### config.mk
export PLATFORM = sky130hd
export DESIGN_NAME = switch_input_port
export DESIGN_NICKNAME = d
export VERILOG_FILES = /design/src/rtl/switch_input_port.sv
export SDC_FILE = /design/constraint.sdc
export NUM_CORES = 1
export LEC_CHECK = 0
export CORE_MARGIN = 4
export CORE_UTILIZATION = 52
export DETAILED_ROUTE_END_ITERATION = 10
export HOLD_SLACK_MARGIN = 0.1
export PLACE_DENSITY = 0.92
export SLEW_MARGIN = 20
export SYNTH_ARGS = -nofsm -noshare
export SYNTH_HDL_FRONTEND = slang
export SYNTH_SLANG_ARGS = --single-unit
### constraint.sdc
create_clock -name clk -period 5.76 [get_ports clk]
set_clock_uncertainty 0.15 [all_clocks]
set_input_delay 0.576 -clock clk [delete_from_list [all_inputs] [get_ports clk]]
set_output_delay 0.576 -clock clk [all_outputs]
set_load 0.05 [all_outputs]
### src/rtl/switch_input_port.sv
// Memory-mapped switch input port: 2-flop synchronizer, whole-vector debounce, sticky change
// flags with read-to-clear, optional change interrupt and a 1-cycle-latency CPU read path.
module switch_input_port #(
  parameter int unsigned      WIDTH           = 16,
  parameter int unsigned      SW_BITS         = 8,
  parameter int unsigned      DEBOUNCE_CYCLES = 50000,
  parameter int unsigned      CNT_W           = 16,
  parameter logic [WIDTH-1:0] SWITCHES_LOC    = 16'hCFFD,
  parameter logic [WIDTH-1:0] STATUS_LOC      = 16'hCFFF
) (
  input  logic               clk,
  input  logic               reset,
  input  logic [SW_BITS-1:0] switches,
  input  logic [WIDTH-1:0]   addr,
  input  logic               rd_en,
  input  logic               wr_en,
  input  logic [WIDTH-1:0]   wdata,
  output logic               hit,
  output logic [WIDTH-1:0]   rdata,
  output logic [SW_BITS-1:0] sw_stable,
  output logic               irq
);

  localparam int unsigned     PadBits  = WIDTH - 2 - SW_BITS;
  localparam logic [CNT_W-1:0] CountMax = CNT_W'(DEBOUNCE_CYCLES - 1);

  logic [SW_BITS-1:0] sync1_q, sync2_q;
  logic [SW_BITS-1:0] cand_q, cand_d;
  logic [SW_BITS-1:0] stable_q, stable_d;
  logic [CNT_W-1:0]   count_q, count_d;
  logic               changed_q, changed_d;
  logic [SW_BITS-1:0] mask_q, mask_d;
  logic               irq_en_q, irq_en_d;
  logic [WIDTH-1:0]   rdata_q, rdata_d;
  logic               sel_data, sel_status, status_wr, commit;

  // Only bit 0 of a status write is meaningful.
  logic unused_wdata;
  assign unused_wdata = ^wdata[WIDTH-1:1];

  assign sel_data   = rd_en && (addr == SWITCHES_LOC);
  assign sel_status = rd_en && (addr == STATUS_LOC);
  assign status_wr  = wr_en && (addr == STATUS_LOC);

  always_comb begin
    cand_d   = cand_q;
    count_d  = count_q;
    stable_d = stable_q;
    commit   = 1'b0;
    if (sync2_q != cand_q) begin
      cand_d  = sync2_q;
      count_d = '0;
    end else if (count_q < CountMax) begin
      count_d = count_q + CNT_W'(1);
    end else if (cand_q != stable_q) begin
      commit   = 1'b1;
      stable_d = cand_q;
    end
  end

  // Clear first, then merge a same-cycle commit so no change event is lost.
  always_comb begin
    changed_d = changed_q;
    mask_d    = mask_q;
    if (sel_status) begin
      changed_d = 1'b0;
      mask_d    = '0;
    end
    if (commit) begin
      changed_d = 1'b1;
      mask_d    = mask_d | (cand_q ^ stable_q);
    end
  end

  always_comb begin
    irq_en_d = irq_en_q;
    if (status_wr) begin
      irq_en_d = wdata[0];
    end
    rdata_d = '0;
    if (sel_data) begin
      rdata_d = {{(WIDTH - SW_BITS){1'b0}}, stable_q};
    end else if (sel_status) begin
      rdata_d = {changed_q, irq_en_q, {PadBits{1'b0}}, mask_q};
    end
  end

  always_ff @(posedge clk or posedge reset) begin
    if (reset) begin
      sync1_q   <= '0;
      sync2_q   <= '0;
      cand_q    <= '0;
      stable_q  <= '0;
      count_q   <= '0;
      changed_q <= 1'b0;
      mask_q    <= '0;
      irq_en_q  <= 1'b0;
      rdata_q   <= '0;
    end else begin
      sync1_q   <= switches;
      sync2_q   <= sync1_q;
      cand_q    <= cand_d;
      stable_q  <= stable_d;
      count_q   <= count_d;
      changed_q <= changed_d;
      mask_q    <= mask_d;
      irq_en_q  <= irq_en_d;
      rdata_q   <= rdata_d;
    end
  end

  assign hit       = (addr == SWITCHES_LOC) || (addr == STATUS_LOC);
  assign rdata     = rdata_q;
  assign sw_stable = stable_q;
  assign irq       = changed_q & irq_en_q;

endmodule

==> results.txt <==
The number of inserted diodes is 0. The first global-routing pass estimated 8640 um of wire. The count of max-cap constraint violations came out at 0. The synthesized area came out at 0.00276 mm2.

The power density over the cells came out at 309 mW/mm2. The number of slew-limit violations in the final report came out at 0. The share of the yosys chip area belonging to registers came out at 0.616. Final hold analysis gives a worst-case slack of approximately 0.20 ns.

Of all nets on the critical path, the largest fanout is 2. The total routed wire length on the met1 layer is about 2200 um. The number of gates resized after CTS is 0. The total wire length after detailed routing came out at 5260 um.

Walking the worst path, the cells encountered are clkdlybuf4s50_1 -> nand4_1 -> nor3_1 -> and2_1 -> clkdlybuf4s50_1. The H-tree level count is 3. The endpoint arrival time on the critical path came out at 2.33 ns. The number of hold violations in the final report was 0. The per-cell via count in the routed design is 5.31. The total congestion overflow is 0. Grouping stages by cell kind, the critical path spends the most delay in buffers and inverters. The net count reported at finish is approximately 310.

STA classifies the critical path startpoint as an input pin. The static leakage came out at roughly 1.5 nW. The worst voltage drop across the vdd grid is between 0.00015 and 0.0002 V. Measured against its own limit, the worst slew margin works out to 0.455. The die covers roughly 0.0065 mm2. The first TritonRoute pass finished after 4 iterations.

The mean post-synth cell area came out at 12.5 um2. The number of storage elements in the synthesis netlist is 68. The maximum root-to-sink buffer count came out at 2. The overall die width is 80.9 um. The post-synthesis cell count is 221. Dividing the final minimum period by the clock period gives 0.531.

The HPWL after detailed placement came out at approximately 3600 um. In this run the standard cell core region covers 0.00514 mm2. In the synthesized netlist the dominant register cell turns out to be sky130_fd_sc_hd__dfrtp_1.

After layout, the minimum clock period comes to between 3 and 4 ns. In this run, the number of DRC markers left after iteration 0 of detailed routing was 123. Across the whole layout, storage elements account for 0.00170 mm2.

The number of warnings issued by yosys came out at 0. The number of DRC violations after detailed routing is 0. The number of global-route vias before repair was 1,800. The number of buffer cells added on primary ports came out at 48. The aggregate negative setup slack is 0 ns. The layout overhead on the synthesized area came out at 29.0%.

For this design, the slowest cell found on the critical path is sky130_fd_sc_hd__clkdlybuf4s50_1. The initial utilization of the core area, before any placement, comes to 0.538. The number of clock sinks came out at 68. The category of the critical setup timing path is input pin to primary output. The clock input transition at the sequential cells of the worst setup and hold paths came out at 0.07 ns. The maximum number of pins on one net before global-route repair is slightly below 70. The async set-or-reset flop fraction in the synthesized netlist came out at 1.00. The chip height is 80.9 um. The hold buffer count at CTS is 0.

The top metal layer carrying routed signals is met4. TritonCTS built the clock tree. The overall global routing resource usage is 0.180.

The flow ran to the end, and the final reports show no timing, DRC or antenna violations. In this run, synthesis inferred 0 flip-flops with an integrated enable. The cell sitting at the root of the clock tree is a sky130_fd_sc_hd__clkbuf_8. The number of antenna violations at the first check in global routing is 0. The final routed wire length divided by cell count came out at ~15 um. In the final layout, the multi-input gates occupy 987 um2.

In this run the core area contains 26 standard-cell rows. The final-layout fill cell count came out at about 390. In this run the post-CTS setup repair buffer count came out at 0. The total length of routed met3 wires is around 240 um. The routed length on met2 came out at 2720 um.

The source-to-sink clock delay at the later pin of the worst-skew pair came out at 0.34 ns. The fraction of layout cells with a size suffix above 1 came out at 0.114. The number of buffer and inverter instances along the worst setup path is 2.

The data required time of the critical path is about 5.0 ns. The number of clock buffers added by TritonCTS is 9. The number of nets still failing antenna checks after routing came out at 0.

The number of failing setup endpoints in the final timing report is 0. The highest clock rate came out at roughly 330 MHz. The final route contains 1,821 vias. Setup repair after global routing left no endpoint under its margin. The worst setup path is captured at a primary output. The min-delay analysis places its worst path in the category flop to flop. In this design, the stage delay of the slowest critical-path cell is 0.80 ns.

For the pin with the worst max-slew slack, the measured transition is 0.817 ns. The number of distinct library cell variants in the gate-level netlist after synthesis came out at 32. The most frequent cell on the critical path is sky130_fd_sc_hd__clkdlybuf4s50_1. The number of ports placed on the die boundary came out at 70.

At the end of routability-driven placement, the weighted congestion stood at 0.794.
==> state kept, by name, summed over array words and instances (netlist names) <==
register and flops:
sync2_q 8, sync1_q 8, changed_q 1, mask_q 8, sw_stable 8, rdata 10
cand_q 8, count_q 16, irq_en_q 1
==> cell usage in the layout (no fill, tap or decap), drive strengths merged, types with 6 or more instances in the layout <==
master / netlist / routed
xor2: 16 / 16
xnor2: 13 / 13
a22o: 16 / 16
clkbuf: 12 / 10
nor2: 19 / 19
dfrtp: 68 / 68
clkdlybuf4s50: 0 / 48
nand2: 8 / 8
conb: 1 / 6
mux2: 9 / 9
nor3: 8 / 8
nor4: 9 / 9
==> through the flow <==
step	setup slack (ns)	utilization	power, mW	instance area (um2)	instances
after detailed placement	2.69	0.636	0.547	3270	327
after CTS	2.69	0.694	1.11	3560	343
after floorplan	3.32	-	0.527	2780	226
after global routing	2.62	0.694	1.14	3560	343
after global placement	2.71	0.636	0.546	3270	327
final	2.70	0.694	1.10	3560	343
==> metal layers <==
layer  vias to the layer above  GRT usage
met3                        15     0.0499
met5                         -          0
li1                        857          -
met4                         0      0.113
met1                       904      0.215
met2                        45      0.289
==> logic make-up after synthesis <==
group                    after synthesis  synth area share
AO/OA/AOI/OAI                         24            0.0797
XOR/XNOR                              29            0.0919
adder cells (fa/ha/maj)                1           0.00453
buffers and inverters                 19            0.0339
flip-flops                            68             0.616
multiplexers                           9            0.0367
other                                  1           0.00136
AND/OR/NAND/NOR                       70             0.136
==> worst paths after layout <==
check / from / endpoint / slack, ns / cells past startpoint
min reg2reg: sync1_q[3]$_DFF_PP0_ / sync2_q[3]$_DFF_PP0_ / 0.20 / 0
max reg2reg: count_q[0]$_DFFE_PP0P_ / sw_stable[5]$_DFFE_PP0P_ / 2.95 / 6
max: addr[14] / hit / 2.70 / 5
min: sync1_q[3]$_DFF_PP0_ / sync2_q[3]$_DFF_PP0_ / 0.20 / 0
min in group asynchronous: reset / count_q[11]$_DFFE_PP0P_ / 0.63 / 3
max in group asynchronous: reset / sync2_q[3]$_DFF_PP0_ / 4.29 / 3
==> Yosys cell counts, drive strengths merged, types with 5 or more instances <==
master / count / area (um2)
nor2: 19 / 73.8
nor4: 9 / 56.3
dfrtp: 68 / 1700
mux2: 9 / 101
buf: 6 / 45.0
xnor2: 13 / 114
a22o: 16 / 140
nor3: 8 / 40.0
xor2: 16 / 140
clkbuf: 12 / 45.0
nand4: 5 / 31.3
nand2: 8 / 32.5
nand3: 5 / 25.0
==> report_power, final <==
group          total (mW)  internal [mW]  switching [mW]
clock network       0.565          0.388           0.177
logic              0.0459         0.0214          0.0246
registers           0.492          0.486         0.00605
==> final cells by class <==
class                           instances  share of cell area
Clock inverter                          6              0.0446
Inverter                                1             0.00105
Multi-Input combinational cell        139               0.277
Timing Repair Buffer                   49               0.137
Sequential cell                        68               0.477
Tap cell                               70              0.0246
Clock buffer                           10              0.0386
==> worst register-to-register path, delay by kind of cell, from the launching register on <==
| kind | cells | cell delay, ns |
|---|---|---|
| AOI/OAI and AO/OA | 2 | 1.19 |
| adders and majority gates | 1 | 0.19 |
| DFF | 1 | 0.40 |
| muxes | 1 | 0.40 |
| and+or+nand+nor | 2 | 0.37 |
(Power assumes the default switching activity.)
